--- src/rtl/sb_scan_pkg.sv ---
// sb_scan_pkg: shared types and constants for the DSP port scanner.
//   scan_state_e   probe FSM state encoding
//   DSP_*_OFS      register offsets within one candidate DSP base
//   DSP_RESET_*    values written to the DSP reset register
//   DSP_READY_BYTE byte a present DSP returns after reset
//   clog2()        ceiling log2, used for counter widths
package sb_scan_pkg;

  typedef enum logic [2:0] {
    IDLE   = 3'd0,
    RST_HI = 3'd1,
    HOLD   = 3'd2,
    RST_LO = 3'd3,
    POLL   = 3'd4,
    READ   = 3'd5,
    NEXT   = 3'd6,
    DONE   = 3'd7
  } scan_state_e;

  localparam logic [3:0] DSP_RESET_OFS  = 4'h6;
  localparam logic [3:0] DSP_READ_OFS   = 4'hA;
  localparam logic [3:0] DSP_STAT_OFS   = 4'hE;
  localparam logic [7:0] DSP_READY_BYTE = 8'hAA;
  localparam logic [7:0] DSP_RESET_ON   = 8'h01;
  localparam logic [7:0] DSP_RESET_OFF  = 8'h00;

  function automatic int clog2(input int value);
    int r;
    r = 0;
    for (int v = value - 1; v > 0; v = v >> 1) begin
      r = r + 1;
    end
    return r;
  endfunction

endpackage

--- src/rtl/sb_bus_xact.sv ---
// sb_bus_xact: one-deep request/ack register stage toward the bus master.
//   go/wr/addr/wdata  launch a transaction (taken only while idle)
//   ack/rdata         completion strobe and read data (same cycle as bus_ack)
//   idle              no transaction outstanding
//   bus_*             registered request side and raw ack/rdata of the bus
// The request fields are held until bus_ack is seen; bus_req drops on the
// following edge, so back-to-back launches always leave one idle cycle.
module sb_bus_xact
  (
  input  logic        clk,
  input  logic        reset,
  input  logic        go,
  input  logic        wr,
  input  logic [15:0] addr,
  input  logic [7:0]  wdata,
  output logic        ack,
  output logic [7:0]  rdata,
  output logic        idle,
  output logic        bus_req,
  output logic        bus_wr,
  output logic [15:0] bus_addr,
  output logic [7:0]  bus_wdata,
  input  logic [7:0]  bus_rdata,
  input  logic        bus_ack
  );

  always_ff @(posedge clk) begin
    if (reset) begin
      bus_req   <= 1'b0;
      bus_wr    <= 1'b0;
      bus_addr  <= 16'h0000;
      bus_wdata <= 8'h00;
    end else if (bus_req) begin
      if (bus_ack) bus_req <= 1'b0;
    end else if (go) begin
      bus_req   <= 1'b1;
      bus_wr    <= wr;
      bus_addr  <= addr;
      bus_wdata <= wdata;
    end
  end

  // an ack with no request outstanding is dropped here
  assign ack   = bus_req & bus_ack;
  assign rdata = bus_rdata;
  assign idle  = ~bus_req;

endmodule

--- src/rtl/sb_port_scanner.sv ---
// sb_port_scanner: walks NUM_PORTS candidate DSP bases, runs the reset
// handshake at each and records which ones answer with the ready byte.
//   clk, reset             system clock, synchronous active-high reset
//   start, stop_on_first   launch a scan (IDLE/DONE only); stop at first hit
//   busy, done             scan in progress / results valid
//   found_map, found_any   per-base responder bitmap and its OR
//   first_addr             base of the lowest-index responder (0 if none)
//   bus_*                  request/ack bus-master interface
//
// state  | meaning
// IDLE   | waiting for start, results cleared by reset
// RST_HI | write DSP_RESET_ON to base+6
// HOLD   | hold reset high for HOLD_CYCLES
// RST_LO | write DSP_RESET_OFF to base+6, arm timeout
// POLL   | read base+E until bit7 set or timeout
// READ   | read base+A, ready byte marks the port found
// NEXT   | record first hit, decide finish or advance index
// DONE   | scan finished, results held
module sb_port_scanner
  import sb_scan_pkg::*;
#(
  parameter logic [15:0] BASE_START     = 16'h0200,
  parameter logic [15:0] STRIDE         = 16'h0010,
  parameter int          NUM_PORTS      = 16,
  parameter int          HOLD_CYCLES    = 64,
  parameter int          TIMEOUT_CYCLES = 4096
) (
  input  logic                 clk,
  input  logic                 reset,
  input  logic                 start,
  input  logic                 stop_on_first,
  output logic                 busy,
  output logic                 done,
  output logic [NUM_PORTS-1:0] found_map,
  output logic                 found_any,
  output logic [15:0]          first_addr,
  output logic                 bus_req,
  output logic                 bus_wr,
  output logic [15:0]          bus_addr,
  output logic [7:0]           bus_wdata,
  input  logic [7:0]           bus_rdata,
  input  logic                 bus_ack
);

  localparam int IDX_W  = (NUM_PORTS > 1) ? clog2(NUM_PORTS) : 1;
  localparam int HOLD_W = (HOLD_CYCLES > 1) ? clog2(HOLD_CYCLES) : 1;
  localparam int TMO_W  = clog2(TIMEOUT_CYCLES + 1);

  scan_state_e       state, state_nxt;
  logic [IDX_W-1:0]  index;
  logic [HOLD_W-1:0] hold_cnt;
  logic [TMO_W-1:0]  tmo_cnt;
  logic              stop_lat;
  logic              hit_seen;

  logic              x_go, x_wr, x_ack, x_idle;
  logic [15:0]       x_addr;
  logic [7:0]        x_wdata, x_rdata;

  logic [15:0]       base;
  logic              hit, last, tmo_exp, hold_done, ready_ack;

  // modulo-2^16 wrap of the base address is intentional
  assign base      = BASE_START + 16'(index) * STRIDE;
  assign hit       = found_map[index];
  assign last      = (index == IDX_W'(NUM_PORTS - 1));
  assign tmo_exp   = (tmo_cnt == '0);
  assign hold_done = (hold_cnt == '0);
  assign ready_ack = x_ack && (x_rdata == DSP_READY_BYTE);
  assign found_any = |found_map;

  sb_bus_xact u_xact (
    .clk       (clk),
    .reset     (reset),
    .go        (x_go),
    .wr        (x_wr),
    .addr      (x_addr),
    .wdata     (x_wdata),
    .ack       (x_ack),
    .rdata     (x_rdata),
    .idle      (x_idle),
    .bus_req   (bus_req),
    .bus_wr    (bus_wr),
    .bus_addr  (bus_addr),
    .bus_wdata (bus_wdata),
    .bus_rdata (bus_rdata),
    .bus_ack   (bus_ack)
  );

  always_ff @(posedge clk) begin
    if (reset) state <= IDLE;
    else       state <= state_nxt;
  end

  // In POLL/READ an outstanding ack is always evaluated first; the timeout
  // only ends the port once the bus is idle again.
  always_comb begin
    state_nxt = state;
    case (state)
      IDLE, DONE: if (start) state_nxt = RST_HI;
      RST_HI:     if (x_ack) state_nxt = HOLD;
      HOLD:       if (hold_done) state_nxt = RST_LO;
      RST_LO:     if (x_ack) state_nxt = POLL;
      POLL: begin
        if (x_ack) begin
          if (x_rdata[7]) state_nxt = READ;
        end else if (x_idle && tmo_exp) begin
          state_nxt = NEXT;
        end
      end
      READ: begin
        if (x_ack) state_nxt = ready_ack ? NEXT : POLL;
        else if (x_idle && tmo_exp) state_nxt = NEXT;
      end
      NEXT:       state_nxt = ((stop_lat && hit) || last) ? DONE : RST_HI;
      default:    state_nxt = IDLE;
    endcase
  end

  always_comb begin
    x_go    = 1'b0;
    x_wr    = 1'b0;
    x_addr  = base + {12'h000, DSP_RESET_OFS};
    x_wdata = 8'h00;
    busy    = (state != IDLE) && (state != DONE);
    done    = (state == DONE);
    case (state)
      RST_HI: begin
        x_go    = x_idle;
        x_wr    = 1'b1;
        x_wdata = DSP_RESET_ON;
      end
      RST_LO: begin
        x_go    = x_idle;
        x_wr    = 1'b1;
        x_wdata = DSP_RESET_OFF;
      end
      POLL: begin
        x_go   = x_idle && !tmo_exp;
        x_addr = base + {12'h000, DSP_STAT_OFS};
      end
      READ: begin
        x_go   = x_idle && !tmo_exp;
        x_addr = base + {12'h000, DSP_READ_OFS};
      end
      default: ;
    endcase
  end

  always_ff @(posedge clk) begin
    if (reset) begin
      index      <= '0;
      hold_cnt   <= '0;
      tmo_cnt    <= '0;
      stop_lat   <= 1'b0;
      hit_seen   <= 1'b0;
      found_map  <= '0;
      first_addr <= 16'h0000;
    end else begin
      case (state)
        IDLE, DONE: begin
          if (start) begin
            index      <= '0;
            stop_lat   <= stop_on_first;
            hit_seen   <= 1'b0;
            found_map  <= '0;
            first_addr <= 16'h0000;
          end
        end
        RST_HI: if (x_ack) hold_cnt <= HOLD_W'(HOLD_CYCLES - 1);
        HOLD:   if (!hold_done) hold_cnt <= hold_cnt - HOLD_W'(1);
        RST_LO: if (x_ack) tmo_cnt <= TMO_W'(TIMEOUT_CYCLES);
        POLL:   if (!tmo_exp) tmo_cnt <= tmo_cnt - TMO_W'(1);
        READ: begin
          if (!tmo_exp) tmo_cnt <= tmo_cnt - TMO_W'(1);
          if (ready_ack) found_map[index] <= 1'b1;
        end
        NEXT: begin
          if (hit && !hit_seen) begin
            first_addr <= base;
            hit_seen   <= 1'b1;
          end
          if (state_nxt == RST_HI) index <= index + IDX_W'(1);
        end
        default: ;
      endcase
    end
  end

endmodule

--- config.mk ---
export PLATFORM = sky130hd
export DESIGN_NAME = sb_port_scanner
export DESIGN_NICKNAME = d
export VERILOG_FILES = /design/src/rtl/sb_scan_pkg.sv /design/src/rtl/sb_bus_xact.sv /design/src/rtl/sb_port_scanner.sv
export SDC_FILE = /design/constraint.sdc
export NUM_CORES = 1
export LEC_CHECK = 0
export CAP_MARGIN = 30
export CELL_PAD_IN_SITES_DETAIL_PLACEMENT = 1
export CELL_PAD_IN_SITES_GLOBAL_PLACEMENT = 2
export CORE_ASPECT_RATIO = 1.4
export CORE_MARGIN = 2
export CORE_UTILIZATION = 39
export DETAILED_ROUTE_END_ITERATION = 10
export DONT_BUFFER_PORTS = 1
export GPL_ROUTABILITY_DRIVEN = 0
export PLACE_DENSITY = 0.83
export SYNTH_ARGS = -nofsm -noshare
export SYNTH_HDL_FRONTEND = slang
export SYNTH_HIERARCHICAL = 1
export SYNTH_SLANG_ARGS = --single-unit
export TNS_END_PERCENT = 5
--- constraint.sdc ---
create_clock -name clk -period 2.9 [get_ports clk]
set_input_delay 0.145 -clock clk [delete_from_list [all_inputs] [get_ports clk]]
set_output_delay 0.145 -clock clk [all_outputs]
set_load 0.01 [all_outputs]
==> impl_metrics.tcl, run 1 <==
set metrics [dict create \
    path_cells "mux2i_1 -> mux4_2 -> o22ai_1 -> mux2_1 -> a21oi_1" \
    nets 469 \
    multiInputGateArea_um2 2217 \
    dr_wl_met2_mm 5.236 \
    dieHeight_um 123.3 \
    overflow 0 \
    switching_share_pct 25.58 \
    core_um2 9899 \
    dp_cells 571 \
    pwr-share-comb_pct 8.6 \
    ys_seq_area_share_pct 37.37 \
    routed_via_density 5.646 \
    num-fill-cells 1206 \
    ys_ff_latch 74 \
    power_mw 2.308 \
    worst_slack_ns 0.5142 \
    yosysMostFrequentCell "dfxtp_1" \
    cts_sinks 74 \
    met1_length_mm 4.325 \
    fin_crit_sh_pct 82.27 \
    numCtsBuffers 9 \
    worstSetupEndpointType "flip-flop" \
    setup_viol 0 \
    cts_tree "yes" \
    worst_pin_slew_ns 0.7279 \
    syn2layout_area_growth_pct 8.965 \
    grt_pass1_wl_mm 17.02 \
    clk_latency_ns 0.34 \
    vias 3320 \
    detail_route.wirelength_mm 10.54 \
    synth_flop_cell "dfxtp_1" \
    ys_warn_count 6 \
    ir_drop_mv 0.3157 \
    status "completed" \
    syn_area_um2 3964 \
    crit_type "flip-flop to flip-flop" \
    ios 74 \
    period_minus_slack_ns 2.386 \
    yosysUniqueCellTypes 58 \
    grt_max_degree 41 \
    syn_inst 444 \
    hp-class "primary input to flip-flop" \
    antenna_left 0 \
    die_x_um 89.21 \
    htree_levels 3 \
    dieArea_um2 11000 \
    p_seq_share_pct 46.8 \
    antenna_found_initial 0 \
    port_buffers 0 \
    synth_top_area_share_pct 37.37 \
    crit_required_ns 3.18 \
    switching_power_mw 0.5903 \
    ctsLongestPathBuffers 2 \
    rsz0062_at_grt "false" \
    ys_top_cells_by_area "dfxtp_1 37%, nand4bb_1 7.4%, o21ai_2 4.4%, nor2_1 4.4%, nand2b_1 4.3%" \
    track_usage_pct 20.24 \
    detail_route.first_pass.iterations 4 \
    post_cts_resized 0 \
    worst_setup_path_start_kind "flip-flop" \
    seqCellArea_um2 1481 \
    pre_cts_ws_ns 0.5355 \
    netlist_top_cells_count "74 x dfxtp_1, 46 x nor2_1, 27 x nand2b_1" \
    hold_viol_final 0 \
    async_flop_share_pct 0 \
    topRoutingLayerUsed "met4" \
    yosysTopAreaCell "dfxtp_1" \
    dpl.hpwl_mm 7.229 \
    worst_hold_slack_ns 0.01704 \
    fmax_ghz 0.4192 \
    critical_path_buf_inv_count 0 \
    critPathSlowestCell "dfxtp_1" \
    syn_avg_cell_area_um2 8.927 \
    cp_top_family "multiplexers" \
    drive_above_1_share_pct 11.92 \
    synth_edf_count 0 \
    p_per_area_nw_per_um2 534.3 \
    start_util_pct 40.04 \
    tns_ns 0 \
    fin_skew_ns 0.007865 \
    drc 0 \
    finalNonFillerCells 588 \
    cts-root-buf "clkbuf_16" \
    post-route-cell-area_um2 4319 \
    n_antenna_cell 0 \
    fin_util_pct 43.63 \
    route.met3.wl_um 576 \
    dpl-instance-area_um2 4018 \
    p_int_mw 1.717 \
    cp_slowest_stage_delay_ns 0.64 \
    wl_per_cell_um 17.93 \
    slew_headroom_pct 51.15 \
    clk_pin_slew_worst_paths_ns 0.06 \
    crit_path_max_fanout 10 \
    p_leak_nw 1.532 \
    maxCapViolations 0 \
    rows 43 \
    drtIter0Drc 107 \
    maxSlewViolCount 0 \
    grt_pass1_vias 3395 \
    cp.arrival_ns 2.66 \
    power_frac_clock_pct 44.6 \
]
-- metal layers --
metal / vias up / GRT usage, %
met2: 91 / 34.17
met3: 30 / 5.207
met1: 1621 / 22.99
met4: 0 / 10.73
met5: - / 0
li1: 1578 / -
-- final cells by class --
type	instances	share of cell area (%)
Timing Repair Buffer	14	2.781
Tap cell	135	3.911
Inverter	16	1.390
Clock inverter	4	0.6663
Sequential cell	74	34.30
Multi-Input combinational cell	334	51.33
Clock buffer	11	5.620
-- power groups by stage --
stage               clock network (mW)  registers, mW  logic, mW
floorplan                            0           1.10      0.190
global placement                     0           1.10      0.182
detailed placement                   0           1.10      0.186
CTS                               1.06           1.08      0.198
global route                      1.09           1.08      0.219
finish                            1.03           1.08      0.198
-- cell families (layout without fill, tap and decap cells) --
| family | Yosys count | in the layout | synth area share, % |
|---|---|---|---|
| adders and majority gates | 7 | 7 | 2.209 |
| AOI/OAI and AO/OA | 101 | 101 | 18.06 |
| other | 2 | 28 | 0.1895 |
| buffers and inverters | 62 | 45 | 9.154 |
| and+or+nand+nor | 175 | 175 | 26.80 |
| muxes | 14 | 14 | 4.230 |
| DFF | 74 | 74 | 37.37 |
| xor gates and xnor gates | 9 | 9 | 1.989 |
-- final timing paths --
kind / start / endpoint / slack (ns) / depth (start not counted)
setup / recovery: index[1]$_SDFFE_PP0P_ / index[1]$_SDFFE_PP0P_ / 0.51 / 5
setup reg to reg: index[1]$_SDFFE_PP0P_ / index[1]$_SDFFE_PP0P_ / 0.51 / 5
hold reg to reg: tmo_cnt[6]$_SDFFE_PP0P_ / tmo_cnt[6]$_SDFFE_PP0P_ / 0.49 / 2
hold / removal: reset / u_xact/bus_wr$_SDFFE_PP0P_ / 0.02 / 2
-- sequential cells by signal, indices dropped and copies added, names as in the netlist --
name	flops
first_addr	5
found_map	16
hold_cnt	6
index	4
state	3
stop_lat	1
tmo_cnt	13
u_xact/bus_addr	16
u_xact/bus_req	1
u_xact/bus_wdata	8
u_xact/bus_wr	1
-- cells in the final DEF, fill, tap and decap left out, types with 2 or more instances in the layout --
cell type / n
mux2i_1: 10
nand3_1: 9
or4_1: 7
ha_1: 7
a21oi_1: 14
nand2b_1: 27
o21a_1: 3
nand2_1: 23
o211ai_1: 2
xnor2_1: 2
clkinvlp_4: 2
o21ai_0: 6
a311oi_1: 2
o2111ai_1: 3
nand4bb_1: 26
and3_1: 3
o41ai_1: 2
inv_1: 15
buf_4: 12
o22ai_1: 2
o31ai_1: 4
a41oi_1: 4
mux4_2: 2
or3_1: 4
a31oi_1: 15
clkbuf_16: 9
xor2_1: 7
nor3_1: 6
nor2b_1: 3
nor4b_1: 2
o21ai_2: 20
nor2_1: 46
conb_1: 28
o32ai_1: 5
nor4_1: 11
o21ai_1: 12
dfxtp_1: 74
-- timing repair --
item,4_1_cts,5_1_grt
endpoints found under the hold margin,40,0
buffers inserted,0,0
hold buffers,2,0
Power figures use the tool's default switching activity.
==> run 2: changes to the inputs <==
--- a/config.mk
+++ b/config.mk
@@ -5,16 +5,17 @@
 export SDC_FILE = /design/constraint.sdc
 export NUM_CORES = 1
 export LEC_CHECK = 0
+export ABC_AREA = 1
 export CAP_MARGIN = 30
 export CELL_PAD_IN_SITES_DETAIL_PLACEMENT = 1
 export CELL_PAD_IN_SITES_GLOBAL_PLACEMENT = 2
 export CORE_ASPECT_RATIO = 1.4
 export CORE_MARGIN = 2
-export CORE_UTILIZATION = 39
+export CORE_UTILIZATION = 35
 export DETAILED_ROUTE_END_ITERATION = 10
 export DONT_BUFFER_PORTS = 1
 export GPL_ROUTABILITY_DRIVEN = 0
-export PLACE_DENSITY = 0.83
+export PLACE_DENSITY = 0.84
 export SYNTH_ARGS = -nofsm -noshare
 export SYNTH_HDL_FRONTEND = slang
 export SYNTH_HIERARCHICAL = 1
==> constraint.sdc (replaced) <==
create_clock -name clk -period 2.4 [get_ports clk]
set_input_delay 0.12 -clock clk [delete_from_list [all_inputs] [get_ports clk]]
set_output_delay 0.12 -clock clk [all_outputs]
set_load 0.01 [all_outputs]
==> run 2 against run 1 <==
Net effect:
- first-iteration DRC count increased by 6.5%
- final area is 1.7% higher
- combinational power rose to 13 times the previous value
- wire length is 1.6% higher
- sequential share of layout area down 0.58 points
- largest cell class unchanged
- largest power group is now combinational cells
- highest routed layer unchanged
==> impl_metrics.tcl, run 2 <==
set metrics [dict create \
    status "completed" \
    p_per_area_nw_per_um2 1424 \
    fin_crit_sh_pct 87.44 \
    die_x_um 93.14 \
    maxCapViolations 0 \
    num-fill-cells 1416 \
    vias 3570 \
    worst_hold_slack_ns 0.08780 \
    worstSetupEndpointType "flip-flop" \
    maxSlewViolCount 0 \
    ios 74 \
    syn_area_um2 3894 \
    netlist_top_cells_count "120 x nand2_1, 99 x nor2_1, 81 x inv_1" \
    rsz0062_at_grt "false" \
    mostFrequentLayoutCells "120 x nand2_1, 99 x nor2_1, 81 x inv_1, 74 x dfxtp_1, 43 x nand3_1" \
    synth_flop_cell "dfxtp_1" \
    yosysTopAreaCell "dfxtp_1" \
    critPathSlowestCell "nor2_4" \
    multiInputGateArea_um2 1911 \
    seqCellArea_um2 1481 \
    grt_max_degree 27 \
    nets 616 \
    ys_top_cells_by_area "dfxtp_1 38%, nand2_1 12%, nor2_1 9.5%, inv_1 7.8%, nand3_1 5.5%" \
    drc 0 \
    hp-class "primary input to flip-flop" \
    reg.largest.list "found_map: 16 flops, u_xact/bus_addr: 16 flops, tmo_cnt: 13 flops" \
    cp_slowest_stage_delay_ns 0.46 \
    drive_above_1_share_pct 9.484 \
    detail_route.wirelength_mm 10.71 \
    ys_ff_latch 74 \
    syn_inst 583 \
    synth_top_area_share_pct 38.05 \
    yosysMostFrequentCell "nand2_1" \
    fin_skew_ns 0.005031 \
    crit_path_max_fanout 25 \
    critical_path_buf_inv_count 3 \
    ir_drop_mv 0.8623 \
    worst_setup_path_start_kind "flip-flop" \
    syn_avg_cell_area_um2 6.679 \
    dieArea_um2 12000 \
    overflow 0 \
    post-cts-setup-buffers 0 \
    slew_headroom_pct 49.90 \
    detail_route.first_pass.iterations 4 \
    cts_tree "yes" \
    cts_sinks 74 \
    dpl-instance-area_um2 3986 \
    drtIter0Drc 114 \
    n_antenna_cell 0 \
    antenna_left 0 \
    grt_pass1_wl_mm 17.89 \
    clk_latency_ns 0.33 \
    synth_edf_count 0 \
    post-route-cell-area_um2 4393 \
    mostFrequentLayoutCell "nand2_1" \
    htree_levels 3 \
    hold_viol_final 0 \
    numCtsBuffers 9 \
    dpl.hpwl_mm 7.820 \
    fmax_ghz 0.4765 \
    syn2layout_area_growth_pct 12.82 \
    crit_type "flip-flop to flip-flop" \
    rows 45 \
    port_buffers 0 \
    dieHeight_um 128.8 \
    cp.arrival_ns 2.36 \
    finalNonFillerCells 742 \
    core_um2 10870 \
    grt_pass1_vias 3674 \
    cts-root-buf "clkbuf_16" \
    setup_viol 0 \
    power_mw 6.258 \
    yosysUniqueCellTypes 37 \
    ys_warn_count 6 \
    dp_cells 724 \
    ctsLongestPathBuffers 2 \
    wl_per_cell_um 14.43 \
    period_minus_slack_ns 2.098 \
    ys_seq_area_share_pct 38.05 \
    worst_pin_slew_ns 0.7469 \
    routed_via_density 4.811 \
    cp_top_family "simple AND/OR/NAND/NOR gates" \
    antenna_found_initial 0 \
    start_util_pct 35.83 \
    clk_pin_slew_worst_paths_ns 0.06 \
    tns_ns 0 \
    crit_required_ns 2.66 \
    async_flop_share_pct 0 \
    track_usage_pct 18.76 \
    path_cells "inv_2 -> nor3_2 -> inv_1 -> nand2_2 -> nand2_1 -> a21oi_2 -> inv_2 -> nor2_4 -> nor2_1 -> nor2_1" \
    p_leak_nw 1.958 \
]
## run 2: per-layer routing
metal  vias to the layer above  track usage (%)  part of all wire, %
met2                        55            34.70                   53
li1                       1800                -                    -
met4                         0            6.834                  2.0
met3                        15            4.040                  3.8
met5                         -                0                    0
met1                      1700            20.96                   41
## run 2: worst paths after layout
path / endpoint / slack, ns / start / depth (start not counted)
worst min register to register: hold_cnt[0]$_SDFFE_PP0P_ / 0.49 / hold_cnt[0]$_SDFFE_PP0P_ / 2
worst max-delay path: u_xact/bus_wdata[0]$_SDFFE_PP0P_ / 0.30 / state[0]$_SDFF_PP0_ / 10
worst min-delay path: first_addr[9]$_SDFFE_PP0P_ / 0.09 / start / 2
worst max register to register: u_xact/bus_wdata[0]$_SDFFE_PP0P_ / 0.30 / state[0]$_SDFF_PP0_ / 10
## run 2: per-stage QoR
stage,setup slack [ns],util [%]
floorplan,0.6733,-
global placement,0.3317,36.68
detailed placement,0.3077,36.68
CTS,0.2686,40.43
global route,0.04669,40.43
finish,0.3015,40.43
## run 2: repair_timing
action,CTS,global route
endpoints found under the setup margin,0,0
hold endpoints to repair,12,0
hold buffers,2,0
gates resized for setup,0,0
## run 2: cells by family after synthesis
| logic type | after synthesis | synth area share [%] |
|---|---|---|
| compound gates | 61 | 8.451 |
| xor+xnor | 6 | 1.350 |
| fa+ha+maj | 7 | 2.249 |
| buf+inv | 128 | 15.49 |
| flops | 74 | 38.05 |
| other cells | 2 | 0.1929 |
| simple gates | 305 | 34.22 |
## run 2: cell type report
class | count | share of cell area, %
inverter | 93 | 7.975
tap | 141 | 4.016
clock inverter | 4 | 2.734
timing repair buffer | 11 | 1.994
multi-input combinational | 407 | 43.49
clock buffer | 12 | 6.067
sequential | 74 | 33.72
## run 2: report_power, final
| part | switching (mW) | total (mW) | internal (mW) |
|---|---|---|---|
| clock | 0.529 | 1.74 | 1.21 |
| sequential | 0.404 | 2.00 | 1.60 |
| combinational | 1.70 | 2.52 | 0.825 |
| total | 2.63 | 6.26 | 3.63 |
## run 2: worst register-to-register path: cells and delay by family, from the launching register on
family / cells / cell delay, ns
AO/OA/AOI/OAI: 1 / 0.18
buffers and inverters: 3 / 0.28
flip-flops: 1 / 0.42
AND/OR/NAND/NOR: 6 / 1.15
